[config.mk]
export PLATFORM = sky130hd
export DESIGN_NAME = ram_arbiter
export DESIGN_NICKNAME = d
export VERILOG_FILES = /design/src/rtl/ram_arbiter.sv
export SDC_FILE = /design/constraint.sdc
export NUM_CORES = 1
export LEC_CHECK = 0
export CAP_MARGIN = 0
export CORE_AREA = 2 2 39 41
export CTS_CLUSTER_SIZE = 12
export DETAILED_ROUTE_END_ITERATION = 8
export DIE_AREA = 0 0 41 43
export DONT_BUFFER_PORTS = 1
export PLACE_DENSITY_LB_ADDON = 0.1
export SLEW_MARGIN = 30
export SYNTH_ARGS = -nofsm -noshare
export SYNTH_HDL_FRONTEND = slang
export SYNTH_SLANG_ARGS = --single-unit
[constraint.sdc]
create_clock -name clock -period 2.4 [get_ports clock]
set_clock_uncertainty 0.15 [all_clocks]
set_input_delay 0.36 -clock clock [delete_from_list [all_inputs] [get_ports clock]]
set_output_delay 0.36 -clock clock [all_outputs]
set_load 0.03 [all_outputs]
[src/rtl/ram_arbiter.sv]
// Round-robin arbiter sharing one single-access, zero-delay RAM between two
// valid/ready requesters, with a clear engine that zeroes every address.
module ram_arbiter #(
  parameter int ADDRESS_BITS = 1,
  parameter int DATA_BITS    = 1
) (
  input  logic                    clock,
  input  logic                    reset,
  input  logic                    req0_valid,
  output logic                    req0_ready,
  input  logic                    req0_write,
  input  logic [ADDRESS_BITS-1:0] req0_address,
  input  logic [DATA_BITS-1:0]    req0_data,
  output logic                    rsp0_valid,
  output logic [DATA_BITS-1:0]    rsp0_data,
  input  logic                    req1_valid,
  output logic                    req1_ready,
  input  logic                    req1_write,
  input  logic [ADDRESS_BITS-1:0] req1_address,
  input  logic [DATA_BITS-1:0]    req1_data,
  output logic                    rsp1_valid,
  output logic [DATA_BITS-1:0]    rsp1_data,
  input  logic                    clear_start,
  output logic                    clear_busy,
  output logic                    clear_done,
  output logic                    ram_write,
  output logic [ADDRESS_BITS-1:0] ram_address,
  output logic [DATA_BITS-1:0]    ram_data_in,
  input  logic [DATA_BITS-1:0]    ram_data_out
);

  localparam logic [ADDRESS_BITS-1:0] ADDR_ONE  = ADDRESS_BITS'(1);
  localparam logic [ADDRESS_BITS-1:0] ADDR_LAST = '1;

  typedef enum logic [0:0] {
    SERVE = 1'b0,
    CLEAR = 1'b1
  } state_t;

  state_t                  state_q, state_d;
  logic [ADDRESS_BITS-1:0] count_q, count_d;
  logic                    prio_q, prio_d;
  logic                    rsp0_valid_q, rsp0_valid_d;
  logic [DATA_BITS-1:0]    rsp0_data_q, rsp0_data_d;
  logic                    rsp1_valid_q, rsp1_valid_d;
  logic [DATA_BITS-1:0]    rsp1_data_q, rsp1_data_d;
  logic                    clear_done_q, clear_done_d;
  logic                    grant0_s, grant1_s;

  // Arbitration, RAM drive and next-state; prio_q = 1 means port 1 wins ties.
  always_comb begin
    state_d      = state_q;
    count_d      = count_q;
    prio_d       = prio_q;
    rsp0_valid_d = 1'b0;
    rsp0_data_d  = rsp0_data_q;
    rsp1_valid_d = 1'b0;
    rsp1_data_d  = rsp1_data_q;
    clear_done_d = 1'b0;
    grant0_s     = 1'b0;
    grant1_s     = 1'b0;
    ram_write    = 1'b0;
    ram_address  = '0;
    ram_data_in  = '0;

    case (state_q)
      SERVE: begin
        grant0_s = req0_valid && (!req1_valid || !prio_q);
        grant1_s = req1_valid && !grant0_s;
        if (grant0_s) begin
          ram_write   = req0_write;
          ram_address = req0_address;
          ram_data_in = req0_data;
          prio_d      = 1'b1;
          if (!req0_write) begin
            rsp0_valid_d = 1'b1;
            rsp0_data_d  = ram_data_out;
          end else begin
            rsp0_valid_d = 1'b0;
          end
        end else if (grant1_s) begin
          ram_write   = req1_write;
          ram_address = req1_address;
          ram_data_in = req1_data;
          prio_d      = 1'b0;
          if (!req1_write) begin
            rsp1_valid_d = 1'b1;
            rsp1_data_d  = ram_data_out;
          end else begin
            rsp1_valid_d = 1'b0;
          end
        end else begin
          prio_d = prio_q;
        end
        if (clear_start) begin
          state_d = CLEAR;
        end else begin
          state_d = SERVE;
        end
      end
      CLEAR: begin
        ram_write   = 1'b1;
        ram_address = count_q;
        ram_data_in = '0;
        count_d     = count_q + ADDR_ONE;
        // The counter wraps to 0 naturally after the last address.
        if (count_q == ADDR_LAST) begin
          state_d      = SERVE;
          clear_done_d = 1'b1;
        end else begin
          state_d = CLEAR;
        end
      end
      default: begin
        state_d = SERVE;
      end
    endcase
  end

  // State, sweep counter, priority and registered responses.
  always_ff @(posedge clock) begin
    if (reset) begin
      state_q      <= SERVE;
      count_q      <= '0;
      prio_q       <= 1'b0;
      rsp0_valid_q <= 1'b0;
      rsp0_data_q  <= '0;
      rsp1_valid_q <= 1'b0;
      rsp1_data_q  <= '0;
      clear_done_q <= 1'b0;
    end else begin
      state_q      <= state_d;
      count_q      <= count_d;
      prio_q       <= prio_d;
      rsp0_valid_q <= rsp0_valid_d;
      rsp0_data_q  <= rsp0_data_d;
      rsp1_valid_q <= rsp1_valid_d;
      rsp1_data_q  <= rsp1_data_d;
      clear_done_q <= clear_done_d;
    end
  end

  assign req0_ready = grant0_s;
  assign req1_ready = grant1_s;
  assign rsp0_valid = rsp0_valid_q;
  assign rsp0_data  = rsp0_data_q;
  assign rsp1_valid = rsp1_valid_q;
  assign rsp1_data  = rsp1_data_q;
  assign clear_busy = (state_q == CLEAR);
  assign clear_done = clear_done_q;

endmodule

==> run metrics, run 1 <==
total of max-cap violations=0; commonest non-fill, non-tap cells in the layout=dfxtp_1, nand2b_1, nor2_1, a21oi_1; Clock Sinks=8; I/O pins=23; RD Place Congestion=0.750; H-tree depth=1; Hold Path Class=primary input to flop; Post-Syn Area=374 µm²; P&R area growth vs syn=14.0%; Critical Path RT=1.89 ns; Die X=41 µm; post-route design area=427 µm²; most used routing layer=met2; worst setup margin=0.286 ns; final WL=864 µm; status=finished, final reports clean; Seq/Total Area, Yosys=42.8%; hpwl dp=631 µm; Core ar.=1380 µm²; peak supply drop=193 µV; Slew HR=55.5%; Avg Inst Size Synth=8.50 µm²; clock latency on the worst-skew pair=0.26 ns; Mapped Nets=56; M3 GR Usage=9.42%; Max stage delay on crit path=0.46 ns; worst endpoint data arrival time=1.60 ns; flops & latches, synth=8; Ys Warns=0; DIE AREA=1760 µm²; cell count after synthesis=44; achievable clock frequency=0.473 GHz; critical path cell sequence=a21boi_0, a32oi_1, nor2_1; met2 usage=14.7%; fin. max-slew vios=0; WHS=0.0140 ns; Congestion Overflow GR=0; Starting Density=27.0%; Detailed Route Iter0 Violations=5; Num CTS Buffers=3; CP Class=flop to primary output; ANT cells=0; CTS root buffer=clkbuf_4; layout cell share with drive strength beyond 1=12.8%; post-placement cell area=394 µm²; Final Hold Fails=0; Resized cells post-CTS=0; DR pass1 iterations=4; Static Leak=0.166 nW; DRC errors left=0; vias=327; RSZ-0062 raised after global routing=no; Worst setup SP type=flop; Worst Max-Slew Pin Slew=0.666 ns; nets@finish=61; Fillers=158; commonest non-fill, non-tap cell in the layout=dfxtp_1; pin count of the biggest net entering global routing=15; Cell Pwr Density=756 nW/µm²; row count=14; vias in the first global route=302; clock transition at the registers of the reported paths=0.06 ns; clk buf depth=2; Routed WL per cell=13.7 µm; IO buf count=0; Worst Setup End Kind=primary output; met1 GRT Util=12.2%; first-pass GRT wire length=1300 µm; post-route ant nets=0; initial antenna violation count=0; post-route minimum period=2.11 ns; Final setup viols=0; period utilisation layout=88.1%; Die Ht=43 µm; Synth cell types=17; CTS tree=built; Vias/cell=5.19; Max Fanout on Critical Path=5; GRT Overall Usage=11.4%; Sum Neg Setup Slack=0 ns; Crit-path slowest cell=nor2_1; post-place setup slack=0.549 ns
## sequential cells by signal, indices dropped and copies added (netlist names)
signal,flops
rsp1_valid,1
rsp0_data,1
rsp1_data,1
clear_busy,1
prio_q,1
count_q,1
rsp0_valid,1
clear_done,1
## cell type report
cell class	instances	area [µm²]	share of cell area, %
Multi-Input combinational cell	34	206	48.4
Clock buffer	3	22.5	5.28
Timing Repair Buffer	2	17.5	4.11
Sequential cell	8	160	37.5
Tap cell	16	20.0	4.69
## synthesized netlist by cell type (all sizes together)
cell / n / area, µm²
a21bo: 1 / 10.0
a21boi: 2 / 15.0
a21oi: 6 / 30.0
a32oi: 1 / 8.76
clkbuf: 2 / 7.51
dfxtp: 8 / 160
mux2i: 1 / 10.0
nand2: 2 / 7.51
nand2b: 7 / 51.3
nand3: 3 / 15.0
nor2: 6 / 22.5
nor2b: 1 / 6.26
nor3b: 1 / 7.51
nor4: 1 / 6.26
o31ai: 1 / 7.51
or3b: 1 / 8.76
## final timing paths
kind                       to  cells after the start       start  slack (ns)
setup reg to reg    rsp1_data                      3  clear_busy        0.78
setup / recovery  ram_data_in                      3      prio_q        0.29
hold / removal        count_q                      1       reset        0.01
hold reg to reg    clear_done                      2     count_q        0.30
## timing repair
item	in CTS	in global routing
hold buffers	0	1
hold endpoints to repair	0	1
setup buffers	0	0
## power by group
part / internal, mW / switching, mW / leakage [nW] / total [mW]
registers: 0.141 / 0.0186 / 0.0655 / 0.159
clock network: 0.0573 / 0.0471 / 0.0138 / 0.104
logic: 0.0224 / 0.0362 / 0.0870 / 0.0586
total: 0.220 / 0.102 / 0.166 / 0.322
## critical path, delay by kind of cell, from the launching register on
kind            cells  cell delay [ns]
flops               1             0.34
compound gates      2             0.55
simple gates        1             0.46
## metrics by stage
step / util, % / std cells / total power, mW
final: 30.8 / 63 / 0.322
after global routing: 30.8 / 63 / 0.339
after CTS: 30.1 / 62 / 0.328
after detailed placement: 28.5 / 59 / 0.219
after global placement: 28.5 / 59 / 0.218
after floorplan: - / 44 / 0.211
## layer usage
metal  vias up  wire, µm
met5         -         0
met2        19       379
li1        160         -
met3         0        99
met1       148       385
met4         0         0
## logic make-up (layout without fill, tap and decap cells)
logic type,count (synthesis),in the layout,synth area share (%)
AOI/OAI and AO/OA,11,11,19.1
buffers and inverters,2,5,2.01
DFF,8,8,42.8
muxes,1,1,2.68
and+or+nand+nor,22,22,33.4
(Power assumes the default switching activity.)
==> inputs of run 2 (changes only) <==
Settings changed: MAX_ROUTING_LAYER set to met4.
==> run 2 against run 1 <==
Compared with the run above:
- wire length unchanged
- setup slack about the same
- design area unchanged
- power about the same
- sequential share of layout area unchanged
- critical path depth unchanged
- clock-buffer cell count unchanged
- sequential power about the same
- register-to-register slack about the same
==> run metrics, run 2 (synthesis results as in run 1) <==
Congestion Overflow GR=0; RD Place Congestion=0.760; Max Fanout on Critical Path=5; Die Ht=43 µm; DRC errors left=0; IO buf count=0; Cell Pwr Density=755 nW/µm²; Critical Path RT=1.89 ns; Worst Max-Slew Pin Slew=0.666 ns; clk buf depth=2; Final setup viols=0; Starting Density=27.0%; final WL=864 µm; M3 GR Usage=9.42%; Pwr Total=0.322 mW; first-pass GRT wire length=1300 µm; clock transition at the registers of the reported paths=0.06 ns; GRT Overall Usage=11.7%; achievable clock frequency=0.473 GHz; CTS tree=built; status=finished, final reports clean; fin. max-slew vios=0; pin count of the biggest net entering global routing=15; Resized cells post-CTS=0; RSZ-0062 raised after global routing=no; Final Core Density=30.8%; Hold Path Class=primary input to flop; Routed WL per cell=13.7 µm; Hold Buf Count CTS=0; layout cell share with drive strength beyond 1=12.8%; total of max-cap violations=0; Worst setup SP type=flop; commonest non-fill, non-tap cell in the layout=dfxtp_1; placed insts=59; most used routing layer=met2; peak supply drop=193 µV; nets@finish=61; Static Leak=0.166 nW; worst endpoint data arrival time=1.60 ns; vias in the first global route=301; Non-Filler Instances=63; commonest non-fill, non-tap cells in the layout=dfxtp_1, nand2b_1, nor2_1, a21oi_1; Post-CTS Setup Bufs=0; Slew HR=55.5%; met1 GRT Util=12.2%; Num CTS Buffers=3; initial antenna violation count=0; H-tree depth=1; post-route minimum period=2.11 ns; Sum Neg Setup Slack=0 ns; CP Class=flop to primary output; Detailed Route Iter0 Violations=5; period utilisation layout=88.1%; Vias/cell=5.22; DR pass1 iterations=4; post-route ant nets=0; met2 usage=14.7%; ANT cells=0; CTS root buffer=clkbuf_4; I/O pins=23; DIE AREA=1760 µm²; hpwl dp=631 µm; WHS=0.0144 ns; vias=329; Die X=41 µm; Worst Setup End Kind=primary output; row count=14; clock latency on the worst-skew pair=0.26 ns; Clock Sinks=8; Core ar.=1380 µm²; Final Hold Fails=0; P&R area growth vs syn=14.0%
==> run 2: cell counts in the layout (fill, tap and decap cells not counted) <==
Identical to the previous run, type by type.
==> run 2: per-stage QoR <==
step / instance area [µm²] / setup WS [ns]
detailed placement: 394 / 0.549
floorplan: 374 / 0.284
CTS: 417 / 0.279
finish: 427 / 0.286
global route: 427 / 0.134
global placement: 394 / 0.578
==> run 2: area by class of cell <==
class / count / area, µm²
clock buffer: 3 / 22.5
multi-input combinational: 34 / 206
timing repair buffer: 2 / 17.5
tap: 16 / 20.0
sequential: 8 / 160
fill: 158 / 957
==> run 2: report_power, final <==
group          leakage (nW)  switching (mW)  internal, mW  total [mW]
Clock                0.0138          0.0469        0.0573       0.104
Sequential           0.0655          0.0186         0.141       0.159
Combinational        0.0870          0.0362        0.0224      0.0587
==> run 2: final timing paths <==
| path | from | end | slack (ns) | cells past startpoint |
|---|---|---|---|---|
| hold / removal | reset | count_q | 0.01 | 1 |
| setup / recovery | prio_q | ram_data_in | 0.29 | 3 |
| setup reg to reg | clear_busy | rsp1_data | 0.78 | 3 |
| hold reg to reg | count_q | clear_done | 0.30 | 2 |
==> run 2: routing by layer <==
metal | up-vias | share of wire (%)
li1 | 160 | -
met1 | 148 | 45
met2 | 19 | 43
met3 | 2 | 11
met4 | 0 | 0.46
met5 | - | 0
==> run 2: critical path, cell delays in order (launching register included) <==
cell and delay (ns):
dfxtp_1 0.34, a21boi_0 0.45, a32oi_1 0.10, nor2_1 0.46
